**src/rtl/collatz_pkg.sv**
```systemverilog
// Shared definitions for the Collatz arbiter: FSM state encoding,
// datapath owner encoding and default widths.
package collatz_pkg;

    localparam int W_IN  = 8;
    localparam int W_ACC = 14;
    localparam int W_K   = 8;

    typedef enum logic [1:0] {
        S_IDLE = 2'd0,
        S_RUN  = 2'd1,
        S_DONE = 2'd2
    } state_t;

    typedef enum logic {
        OWNER_A = 1'b0,
        OWNER_B = 1'b1
    } owner_t;

endpackage

```
**src/rtl/collatz_arbiter_if.sv**
```systemverilog
// Two-requester soc/eoc handshake bundle for collatz_arbiter.
// master: requester side (drives soc/n), slave: arbiter side.
interface collatz_arbiter_if #(
    parameter int W_IN = collatz_pkg::W_IN,
    parameter int W_K  = collatz_pkg::W_K
);
    logic            soc_a;
    logic [W_IN-1:0] n_a;
    logic            eoc_a;
    logic [W_K-1:0]  k_a;
    logic            soc_b;
    logic [W_IN-1:0] n_b;
    logic            eoc_b;
    logic [W_K-1:0]  k_b;

    modport master (
        output soc_a, n_a, soc_b, n_b,
        input  eoc_a, k_a, eoc_b, k_b
    );

    modport slave (
        input  soc_a, n_a, soc_b, n_b,
        output eoc_a, k_a, eoc_b, k_b
    );
endinterface

```
**src/rtl/collatz_step.sv**
```systemverilog
// One Collatz iteration: n/2 for even n, 3n+1 for odd n, truncated to W_ACC.
module collatz_step #(
    parameter int W_ACC = collatz_pkg::W_ACC
) (
    input  logic [W_ACC-1:0] n_i,
    output logic [W_ACC-1:0] n_o
);
    // Pure combinational step; odd branch wraps modulo 2^W_ACC.
    always_comb begin
        if (n_i[0]) begin
            n_o = (n_i << 1) + n_i + W_ACC'(1);
        end else begin
            n_o = n_i >> 1;
        end
    end
endmodule

```
**src/rtl/collatz_arbiter.sv**
```systemverilog
// Round-robin arbiter sharing one Collatz iteration datapath between
// requesters A and B. Counts iterations until n reaches 1 (or 0) and
// returns the count to the owning requester.
// Optional feature macro: COLLATZ_WDOG_EN (step-count watchdog, writes
// all-ones as an error sentinel when K reaches MAX_STEPS).
module collatz_arbiter #(
    parameter int W_IN      = collatz_pkg::W_IN,
    parameter int W_ACC     = collatz_pkg::W_ACC,
    parameter int W_K       = collatz_pkg::W_K,
    parameter int MAX_STEPS = 255
) (
    input logic              clock,
    input logic              reset_,
    collatz_arbiter_if.slave bus
);
    import collatz_pkg::*;

`ifdef COLLATZ_WDOG_EN
    localparam bit WDOG_EN = 1'b1;
`else
    localparam bit WDOG_EN = 1'b0;
`endif

    state_t             state_q;
    owner_t             owner_q;
    owner_t             pref_q;
    logic [W_ACC-1:0]   n_q;
    logic [W_ACC-1:0]   n_d;
    logic [W_K-1:0]     k_q;
    logic               eoc_a_q;
    logic               eoc_b_q;
    logic [W_K-1:0]     k_a_q;
    logic [W_K-1:0]     k_b_q;
    logic               grant_b;
    logic               owner_soc;
    logic               wdog_hit;

    collatz_step #(.W_ACC(W_ACC)) u_step (
        .n_i (n_q),
        .n_o (n_d)
    );

    // Grant decision, owner's request level and watchdog trip condition.
    always_comb begin
        grant_b   = bus.soc_b && (!bus.soc_a || pref_q == OWNER_B);
        owner_soc = (owner_q == OWNER_B) ? bus.soc_b : bus.soc_a;
        wdog_hit  = WDOG_EN && (k_q == W_K'(MAX_STEPS)) && (n_q != W_ACC'(1));
    end

    // Arbiter FSM, iteration counter and per-requester result registers.
    always_ff @(posedge clock) begin
        if (!reset_) begin
            state_q <= S_IDLE;
            owner_q <= OWNER_A;
            pref_q  <= OWNER_A;
            n_q     <= '0;
            k_q     <= '0;
            eoc_a_q <= 1'b1;
            eoc_b_q <= 1'b1;
            k_a_q   <= '0;
            k_b_q   <= '0;
        end else begin
            case (state_q)
                S_IDLE: begin
                    if (bus.soc_a || bus.soc_b) begin
                        k_q     <= '0;
                        state_q <= S_RUN;
                        if (grant_b) begin
                            owner_q <= OWNER_B;
                            n_q     <= W_ACC'(bus.n_b);
                            eoc_b_q <= 1'b0;
                        end else begin
                            owner_q <= OWNER_A;
                            n_q     <= W_ACC'(bus.n_a);
                            eoc_a_q <= 1'b0;
                        end
                        // Pointer only moves on a contested grant.
                        if (bus.soc_a && bus.soc_b) begin
                            pref_q <= grant_b ? OWNER_A : OWNER_B;
                        end
                    end
                end
                S_RUN: begin
                    if (n_q <= W_ACC'(1)) begin
                        state_q <= S_DONE;
                        if (owner_q == OWNER_B) begin
                            k_b_q   <= k_q;
                            eoc_b_q <= 1'b1;
                        end else begin
                            k_a_q   <= k_q;
                            eoc_a_q <= 1'b1;
                        end
                    end else if (wdog_hit) begin
                        state_q <= S_DONE;
                        if (owner_q == OWNER_B) begin
                            k_b_q   <= '1;
                            eoc_b_q <= 1'b1;
                        end else begin
                            k_a_q   <= '1;
                            eoc_a_q <= 1'b1;
                        end
                    end else begin
                        n_q <= n_d;
                        k_q <= k_q + 1'b1;
                    end
                end
                S_DONE: begin
                    if (!owner_soc) begin
                        state_q <= S_IDLE;
                    end
                end
                default: state_q <= S_IDLE;
            endcase
        end
    end

    assign bus.eoc_a = eoc_a_q;
    assign bus.eoc_b = eoc_b_q;
    assign bus.k_a   = k_a_q;
    assign bus.k_b   = k_b_q;

endmodule

```
**src/flat_wrapper.sv**
```systemverilog
// flat-port wrapper written by rule: the top's interface ports become plain ports
module collatz_arbiter_flat import collatz_pkg::*;
#(
    parameter int W_IN      = collatz_pkg::W_IN,
    parameter int W_ACC     = collatz_pkg::W_ACC,
    parameter int W_K       = collatz_pkg::W_K,
    parameter int MAX_STEPS = 255
)
  (clock, reset_, bus_soc_a, bus_n_a, bus_soc_b, bus_n_b, bus_eoc_a, bus_k_a, bus_eoc_b, bus_k_b);
  collatz_arbiter_if #(.W_IN(W_IN), .W_K(W_K)) bus_i ();
  input logic clock;
  input logic reset_;
  input wire logic [$bits(bus_i.soc_a)-1:0] bus_soc_a;
  input wire logic [$bits(bus_i.n_a)-1:0] bus_n_a;
  input wire logic [$bits(bus_i.soc_b)-1:0] bus_soc_b;
  input wire logic [$bits(bus_i.n_b)-1:0] bus_n_b;
  output wire logic [$bits(bus_i.eoc_a)-1:0] bus_eoc_a;
  output wire logic [$bits(bus_i.k_a)-1:0] bus_k_a;
  output wire logic [$bits(bus_i.eoc_b)-1:0] bus_eoc_b;
  output wire logic [$bits(bus_i.k_b)-1:0] bus_k_b;
  assign bus_i.soc_a = bus_soc_a;
  assign bus_i.n_a = bus_n_a;
  assign bus_i.soc_b = bus_soc_b;
  assign bus_i.n_b = bus_n_b;
  assign bus_eoc_a = bus_i.eoc_a;
  assign bus_k_a = bus_i.k_a;
  assign bus_eoc_b = bus_i.eoc_b;
  assign bus_k_b = bus_i.k_b;
  collatz_arbiter #(.W_IN(W_IN), .W_ACC(W_ACC), .W_K(W_K), .MAX_STEPS(MAX_STEPS)) u_core (.clock(clock), .reset_(reset_), .bus(bus_i));
endmodule
```
**config.mk**
```make
export PLATFORM = sky130hd
export DESIGN_NAME = collatz_arbiter_flat
export DESIGN_NICKNAME = d
export VERILOG_FILES = /design/src/rtl/collatz_pkg.sv /design/src/rtl/collatz_arbiter_if.sv /design/src/rtl/collatz_step.sv /design/src/rtl/collatz_arbiter.sv /design/src/flat_wrapper.sv
export SDC_FILE = /design/constraint.sdc
export NUM_CORES = 1
export LEC_CHECK = 0
export ABC_CLOCK_PERIOD_IN_PS = 6000
export CORE_ASPECT_RATIO = 1.2
export CORE_MARGIN = 2
export CORE_UTILIZATION = 44
export DETAILED_ROUTE_END_ITERATION = 8
export PLACE_DENSITY = 0.63
export SLEW_MARGIN = 20
export SYNTH_ARGS = -nofsm -noshare
export SYNTH_HDL_FRONTEND = slang
export SYNTH_SLANG_ARGS = --single-unit
```
**constraint.sdc**
```tcl
create_clock -name clock -period 6 [get_ports clock]
set_clock_uncertainty 0.2 [all_clocks]
set_input_delay 1.2 -clock clock [delete_from_list [all_inputs] [get_ports clock]]
set_output_delay 1.2 -clock clock [all_outputs]
set_load 0.02 [all_outputs]
```
==> impl_metrics.yaml, run 1 <==
status:
  outcome: "completed"
cells_and_area:
  nets: 417
  fin_cells: 454
  areaGrowthSynthToFinish_pct: 17.8
  utilization_pct: 53.2
  antenna_cells: 0
  drive_above_1_share_pct: 6.23
  fin_area_um2: 3410
  seq_area_um2: 881
  final_common_cell: "dfxtp_1"
  multi_input_area_um2: 1840
  filler_cell_count: 619
  mostFrequentLayoutCells: "44 x dfxtp_1, 37 x clkdlybuf4s50_1, 30 x nand2_1"
timing:
  finalCriticalPeriod_ns: 3.35
  tns_ns: 0
  setup_slack_ns: 2.65
  fin_crit_sh_pct: 55.8
  tightest_slew_ns: 1.06
  timing.hold.ws_ns: 0.259
  setup_viol: 0
  rsz0062_at_grt: "no"
  timing.final.hold_violations: 0
  slew_violations: 0
  relSlewSlack_pct: 28.7
  fmaxAchievable_mhz: 299
worst_setup_path:
  path_common_cell: "nor2b_1"
  slowest_stage: "dfxtp_1"
  slowest_delay_ns: 0.96
  cp_data_required_time_ns: 5.99
  critPathTopFamily: "flip-flops"
  crit_fanout: 28
  crit_chain: "inv_1 > ha_1 > nor2b_1 > o21ai_1 > a21oi_2 > o22a_1 > nor2_2 > nand2b_1 > mux2i_1 > nor2b_1"
  start_kind: "flip-flop"
  crit_arrival_ns: 3.34
  critical_path_class: "reg2reg"
  critPathCaptureType: "flip-flop"
  path_buf_inv: 1
synthesis:
  synthCells: 336
  ys.warnings.count: 0
  avgSynthCellArea_um2: 8.61
  synth-seq-cells: 44
  yosysTopAreaCellShare_pct: 30.5
  yosysTopAreaCell: "dfxtp_1"
  seq_area_frac_synth_pct: 30.5
  yosysUniqueCellTypes: 54
  ys_async_sr_fraction_pct: 0
  synthTopCellsByArea: "dfxtp_1 30%, ha_1 12%, mux2i_1 8.7%"
  synth_fp_nets: 385
  synth_edf_count: 0
  syn_area_um2: 2890
  synth_flop_cell: "dfxtp_1"
detailed_routing:
  drtIter0Drc: 50
  avgRoutedWirePerCell_um: 13.7
  antenna_left: 0
  first_pass_iters: 4
  drc: 0
  vias: 2405
  wl_um: 6200
  vias_per_cell: 5.30
global_routing:
  grt_pass1_vias: 2391
  grt_first_pass_wirelength_um: 11100
  overflow: 0
  grt_usage_pct: 18.6
  antenna_found_initial: 0
  grt_max_degree: 40
placed_design:
  gp_congestion: 0.799
  io_buffers: 37
  dpl-instance-area_um2: 3290
  dp_hpwl_um: 4710
  dpl.cell_count: 446
  pre_cts_ws_ns: 2.33
power:
  seqPwrFrac_pct: 29.7
  p_per_area_nw_per_um2: 433
  ir_drop_mv: 0.251
  power.internal_uw: 807
  p_sw_uw: 668
  clkPwrFrac_pct: 16.3
  power_mw: 1.47
  switching_share_pct: 45.3
  pwr-share-comb_pct: 54.0
  leakage_nw: 1.44
floorplan:
  fp.dieH_um: 92.8
  rows: 32
  ios: 38
  die_w_um: 78
  die-area_um2: 7240
  initial_core_util_pct: 45.1
  core_um2: 6410
min_path:
  min_path_type: "reg2reg"
clock_network:
  cts_max_level: 2
  cts_buffers: 5
  cts_tree: "yes"
  clk_pin_slew_ns: 0.08
  cts_setup_buffers: 0
  numClockSinks: 44
  ctsHoldBuffers: 0
  cts_root_buf: "clkbuf_8"
  post_cts_resize_count: 0
  clk_path_buf_depth: 2
  clock_latency_ns: 0.29
flow_run:
  maxCapViolations: 0
## area by class of cell
type,instances,share of cell area [%]
Timing Repair Buffer,38,11.1
Clock inverter,2,1.14
Clock buffer,6,2.42
Tap cell,85,3.12
Sequential cell,44,25.9
Inverter,21,2.31
Multi-Input combinational cell,258,54.1
## path summary, 6_finish.rpt
check	from	end	slack [ns]	depth (start not counted)
worst min-delay path	u_core.bus.k_b[6]	u_core.bus.k_b[6]	0.26	2
worst max-delay path	u_core.n_q[0]	u_core.bus.k_a[5]	2.65	10
worst min register to register	u_core.bus.k_b[6]	u_core.bus.k_b[6]	0.26	2
worst max register to register	u_core.n_q[0]	u_core.bus.k_a[5]	2.65	10
## registers in the layout, summed over array words and instances, names as in the netlist, named ones only
register          flops
u_core.state_q        2
u_core.k_q            8
u_core.bus.k_b        8
u_core.n_q           13
u_core.bus.eoc_b      1
u_core.bus.eoc_a      1
u_core.bus.k_a        8
u_core.owner_q        1
u_core.pref_q         1
## kinds of logic (layout without fill, tap and decap cells)
group                      Yosys count  in the layout  synth area share [%]
and+or+nand+nor                    107            107                  18.7
adders and majority gates           29             29                  12.8
DFF                                 44             44                  30.5
AOI/OAI and AO/OA                   80             80                  18.4
xor gates and xnor gates            17             17                  5.15
buffers and inverters               34             67                  5.84
muxes                               25             25                  8.65
## Yosys cell counts, types with 4 or more instances
library cell / number
inv_1: 20
xor2_1: 7
nand3_1: 11
o21ai_0: 6
a21boi_1: 8
nand2b_1: 4
nor3_1: 4
nor2_1: 19
mux2i_1: 25
o21ai_1: 19
and2_1: 4
xnor2_1: 10
clkbuf_1: 6
dfxtp_1: 44
a21oi_1: 16
nand2_1: 30
nor2b_1: 21
ha_1: 28
## power by group through the flow
stage / sequential (mW) / clock [mW] / combinational [mW]
after floorplan: 0.406 / 0 / 0.689
after global placement: 0.442 / 0 / 0.787
after detailed placement: 0.445 / 0 / 0.803
after CTS: 0.438 / 0.245 / 0.808
after global routing: 0.450 / 0.254 / 0.908
final: 0.438 / 0.240 / 0.797
## per-layer routing
| layer | wire length [um] | GRT usage [%] | vias up | share of wire, % |
|---|---|---|---|---|
| li1 | - | - | 1227 | - |
| met1 | 2980 | 23.6 | 1139 | 48 |
| met2 | 3040 | 33.2 | 35 | 49 |
| met3 | 121 | 2.14 | 4 | 2.0 |
| met4 | 60 | 4.82 | 0 | 0.97 |
| met5 | 0 | 0 | - | 0 |
## tightest hold or removal path: stages (launching register included)
cell and delay (ns):
dfxtp_1 0.32, nand2_1 0.05, a21boi_1 0.05
Note: power is estimated with default switching activity, not from simulation.
==> run 2: changes to the inputs <==
Settings changed: ABC_CLOCK_PERIOD_IN_PS 6000 to 3100.
Clock period 6 ns to 3.1 ns, I/O delays scaled along.
==> impl_metrics.yaml, run 2 (synthesis gave the netlist of run 1 again) <==
timing:
  slew_violations: 0
  relSlewSlack_pct: 59.7
  fin_crit_sh_pct: 82.8
  rsz0062_at_grt: "no"
  timing.hold.ws_ns: 0.257
  fmaxAchievable_mhz: 390
  setup_viol: 0
  setup_slack_ns: 0.534
  tightest_slew_ns: 0.605
  tns_ns: 0
  timing.final.hold_violations: 0
  finalCriticalPeriod_ns: 2.57
cells_and_area:
  nets: 421
  drive_above_1_share_pct: 7.24
  fin_area_um2: 3440
  largest_register_ffs: 13
  areaGrowthSynthToFinish_pct: 18.9
  utilization_pct: 53.7
  mostFrequentLayoutCells: "44 x dfxtp_1, 37 x clkdlybuf4s50_1, 30 x nand2_1"
  antenna_cells: 0
  fin_cells: 458
  regMostFlops: "u_core.n_q"
  final_common_cell: "dfxtp_1"
detailed_routing:
  avgRoutedWirePerCell_um: 13.5
  vias: 2358
  vias_per_cell: 5.15
  drtIter0Drc: 89
  wl_um: 6200
  antenna_left: 0
  first_pass_iters: 4
  drc: 0
global_routing:
  grt_first_pass_wirelength_um: 10800
  antenna_found_initial: 0
  grt_pass1_vias: 2289
  grt_usage_pct: 18.4
  overflow: 0
  grt_max_degree: 28
power:
  ir_drop_mv: 0.425
  power_mw: 2.88
  p_per_area_nw_per_um2: 838
  leakage_nw: 1.46
worst_setup_path:
  crit_arrival_ns: 2.56
  critical_path_class: "reg2reg"
  critPathCaptureType: "flip-flop"
  crit_fanout: 9
  start_kind: "flip-flop"
  cp_data_required_time_ns: 3.10
clock_network:
  cts_max_level: 2
  ctsHoldBuffers: 0
  numClockSinks: 44
  post_cts_resize_count: 0
  cts_buffers: 5
  clk_pin_slew_ns: 0.09
  cts_root_buf: "clkbuf_8"
  cts_tree: "yes"
  clk_path_buf_depth: 2
  cts_setup_buffers: 0
  clock_latency_ns: 0.30
floorplan:
  core_um2: 6410
  initial_core_util_pct: 45.1
  rows: 32
  ios: 38
  die-area_um2: 7240
  die_w_um: 78
  fp.dieH_um: 92.8
status:
  outcome: "completed"
placed_design:
  dpl.cell_count: 450
  gp_congestion: 0.776
  pre_cts_ws_ns: 0.499
  dp_hpwl_um: 4670
  io_buffers: 37
  dpl-instance-area_um2: 3320
min_path:
  min_path_type: "reg2reg"
flow_run:
  maxCapViolations: 0
[run 2: critical path: stages (launching register included)]
cell	delay [ns]
dfxtp_1	0.44
inv_1	0.14
ha_1	0.24
nor2b_1	0.13
o21ai_1	0.08
a21oi_2	0.21
o22a_1	0.20
nor2_2	0.07
nand2b_1	0.44
mux2i_1	0.24
nor2b_1	0.06
[run 2: power by group]
part,internal [mW],switching (mW)
registers,0.671,0.127
clock network,0.264,0.211
logic,0.641,0.966
[run 2: cell type report]
cell class              instances  area (um2)
clock buffers                   6        82.6
clock inverters                 2        38.8
multi-input cells             258        1840
inverters                      21        78.8
well taps                      85         106
flip-flops and latches         44         881
fillers                       608        2970
repair buffers                 42         408
[run 2: routing by layer]
layer / global-route usage (%) / wire, um / share of wire (%)
met1: 23.0 / 2930 / 47
met2: 32.8 / 3030 / 49
met3: 2.44 / 165 / 2.7
met4: 5.70 / 78 / 1.3
met5: 0 / 0 / 0
[run 2: path summary, 6_finish.rpt]
path / startpoint / end / slack, ns / cells past startpoint
max: flip-flop / u_core.bus.k_a[3] / 0.53 / 10
min: u_core.bus.k_b[6] / u_core.bus.k_b[6] / 0.26 / 2
max reg2reg: flip-flop / u_core.bus.k_a[3] / 0.53 / 10
min reg2reg: u_core.bus.k_b[6] / u_core.bus.k_b[6] / 0.26 / 2
==> run 3: changes to the inputs <==
Settings changed: ABC_CLOCK_PERIOD_IN_PS 3100 to 2400.
Clock period 3.1 ns to 2.4 ns, I/O delays scaled along.
==> impl_metrics.yaml, run 3 (synthesis gave the netlist of run 1 again) <==
clock_network:
  cts_max_level: 2
  cts_root_buf: "clkbuf_8"
  clk_path_buf_depth: 2
  cts_tree: "yes"
  clock_latency_ns: 0.30
  ctsHoldBuffers: 0
  numClockSinks: 44
  cts_buffers: 5
  clk_pin_slew_ns: 0.09
timing:
  timing.hold.ws_ns: 0.264
  fmaxAchievable_mhz: 438
  fin_crit_sh_pct: 95.2
  rsz0062_at_grt: "yes"
  timing.final.hold_violations: 0
  setup_viol: 0
  tns_ns: 0
  slew_violations: 0
  tightest_slew_ns: 0.403
  relSlewSlack_pct: 73.1
  finalCriticalPeriod_ns: 2.28
floorplan:
  initial_core_util_pct: 45.1
  die_w_um: 78
  fp.dieH_um: 92.8
  core_um2: 6410
  rows: 32
  ios: 38
  die-area_um2: 7240
power:
  power_mw: 4.18
  ir_drop_mv: 0.731
  leakage_nw: 1.56
  p_per_area_nw_per_um2: 1150
cells_and_area:
  drive_above_1_share_pct: 15.1
  largest_register_ffs: 13
  mostFrequentLayoutCells: "39 x dfxtp_1, 37 x clkdlybuf4s50_1, 29 x nand2_1"
  nets: 440
  final_common_cell: "dfxtp_1"
  filler_cell_count: 623
  antenna_cells: 0
  areaGrowthSynthToFinish_pct: 26.1
  fin_area_um2: 3650
  regMostFlops: "u_core.n_q"
  fin_cells: 477
worst_setup_path:
  slowest_delay_ns: 0.39
  cp_data_required_time_ns: 2.41
  crit_chain: "inv_1 > ha_1 > and3_2 > a211oi_2 > o31ai_2 > a21oi_2 > xnor2_1 > mux2i_1 > o32ai_1"
  critPathCaptureType: "flip-flop"
  crit_arrival_ns: 2.30
  critical_path_class: "reg2reg"
  start_kind: "flip-flop"
  slowest_stage: "dfxtp_2"
  crit_fanout: 5
placed_design:
  dpl-instance-area_um2: 3430
  dp_hpwl_um: 4860
  dpl.cell_count: 463
  gp_congestion: 0.786
  io_buffers: 37
detailed_routing:
  vias: 2473
  vias_per_cell: 5.18
  wl_um: 6410
  first_pass_iters: 4
  antenna_left: 0
  drc: 0
  drtIter0Drc: 69
  avgRoutedWirePerCell_um: 13.4
global_routing:
  overflow: 0
  grt_first_pass_wirelength_um: 11300
  grt_usage_pct: 19.2
  grt_pass1_vias: 2428
  grt_max_degree: 24
  antenna_found_initial: 0
status:
  outcome: "completed"
flow_run:
  maxCapViolations: 0
min_path:
  min_path_type: "reg2reg"
==> run 3: stage by stage <==
| stage | setup WS (ns) | utilization (%) |
|---|---|---|
| after floorplan | 0.177 | - |
| after global placement | 0.0860 | 53.5 |
| after detailed placement | 0.0696 | 53.5 |
| after CTS | 0.0480 | 55.4 |
| after global routing | -0.0559 | 56.9 |
| final | 0.115 | 56.9 |
==> run 3: critical path, delay by kind of cell (launching register included) <==
family,cells,cell delay [ns]
buffers and inverters,1,0.08
DFF,1,0.39
AOI/OAI and AO/OA,4,0.68
and+or+nand+nor,1,0.24
adders and majority gates,1,0.37
xor gates and xnor gates,1,0.13
muxes,1,0.10
==> run 3: cell type report <==
class	instances	area, um2	area share [%]
Multi-Input combinational cell	258	1890	51.8
Sequential cell	44	887	24.3
Timing Repair Buffer	61	563	15.4
Tap cell	85	106	2.92
Clock buffer	6	82.6	2.26
Inverter	21	78.8	2.16
Clock inverter	2	38.8	1.06
==> run 3: metal layers <==
metal	GRT usage (%)	part of all wire, %	vias up
li1	-	-	1275
met1	24.2	47	1145
met2	33.6	49	45
met3	2.05	2.1	8
met4	7.02	1.9	0
met5	0	0	-
==> run 3: path summary, 6_finish.rpt <==
kind	depth (start not counted)	start	end	slack, ns
worst min register to register	2	u_core.bus.k_b[6]	u_core.bus.k_b[6]	0.26
worst max-delay path	9	u_core.n_q[4]	u_core.n_q[12]	0.12
worst max register to register	9	u_core.n_q[4]	u_core.n_q[12]	0.12
worst min-delay path	2	u_core.bus.k_b[6]	u_core.bus.k_b[6]	0.26
==> run 3: what timing repair did <==
item                                    CTS  global route
buffers inserted                          0             6
resized for setup                         0            16
endpoints found under the setup margin    0            35
==> run 3: where the power goes <==
part           internal, mW  leakage [nW]  switching (mW)
Sequential            0.877         0.359           0.146
Clock                 0.341        0.0614           0.262
Combinational          1.15          1.14            1.41
Total                  2.36          1.56            1.82
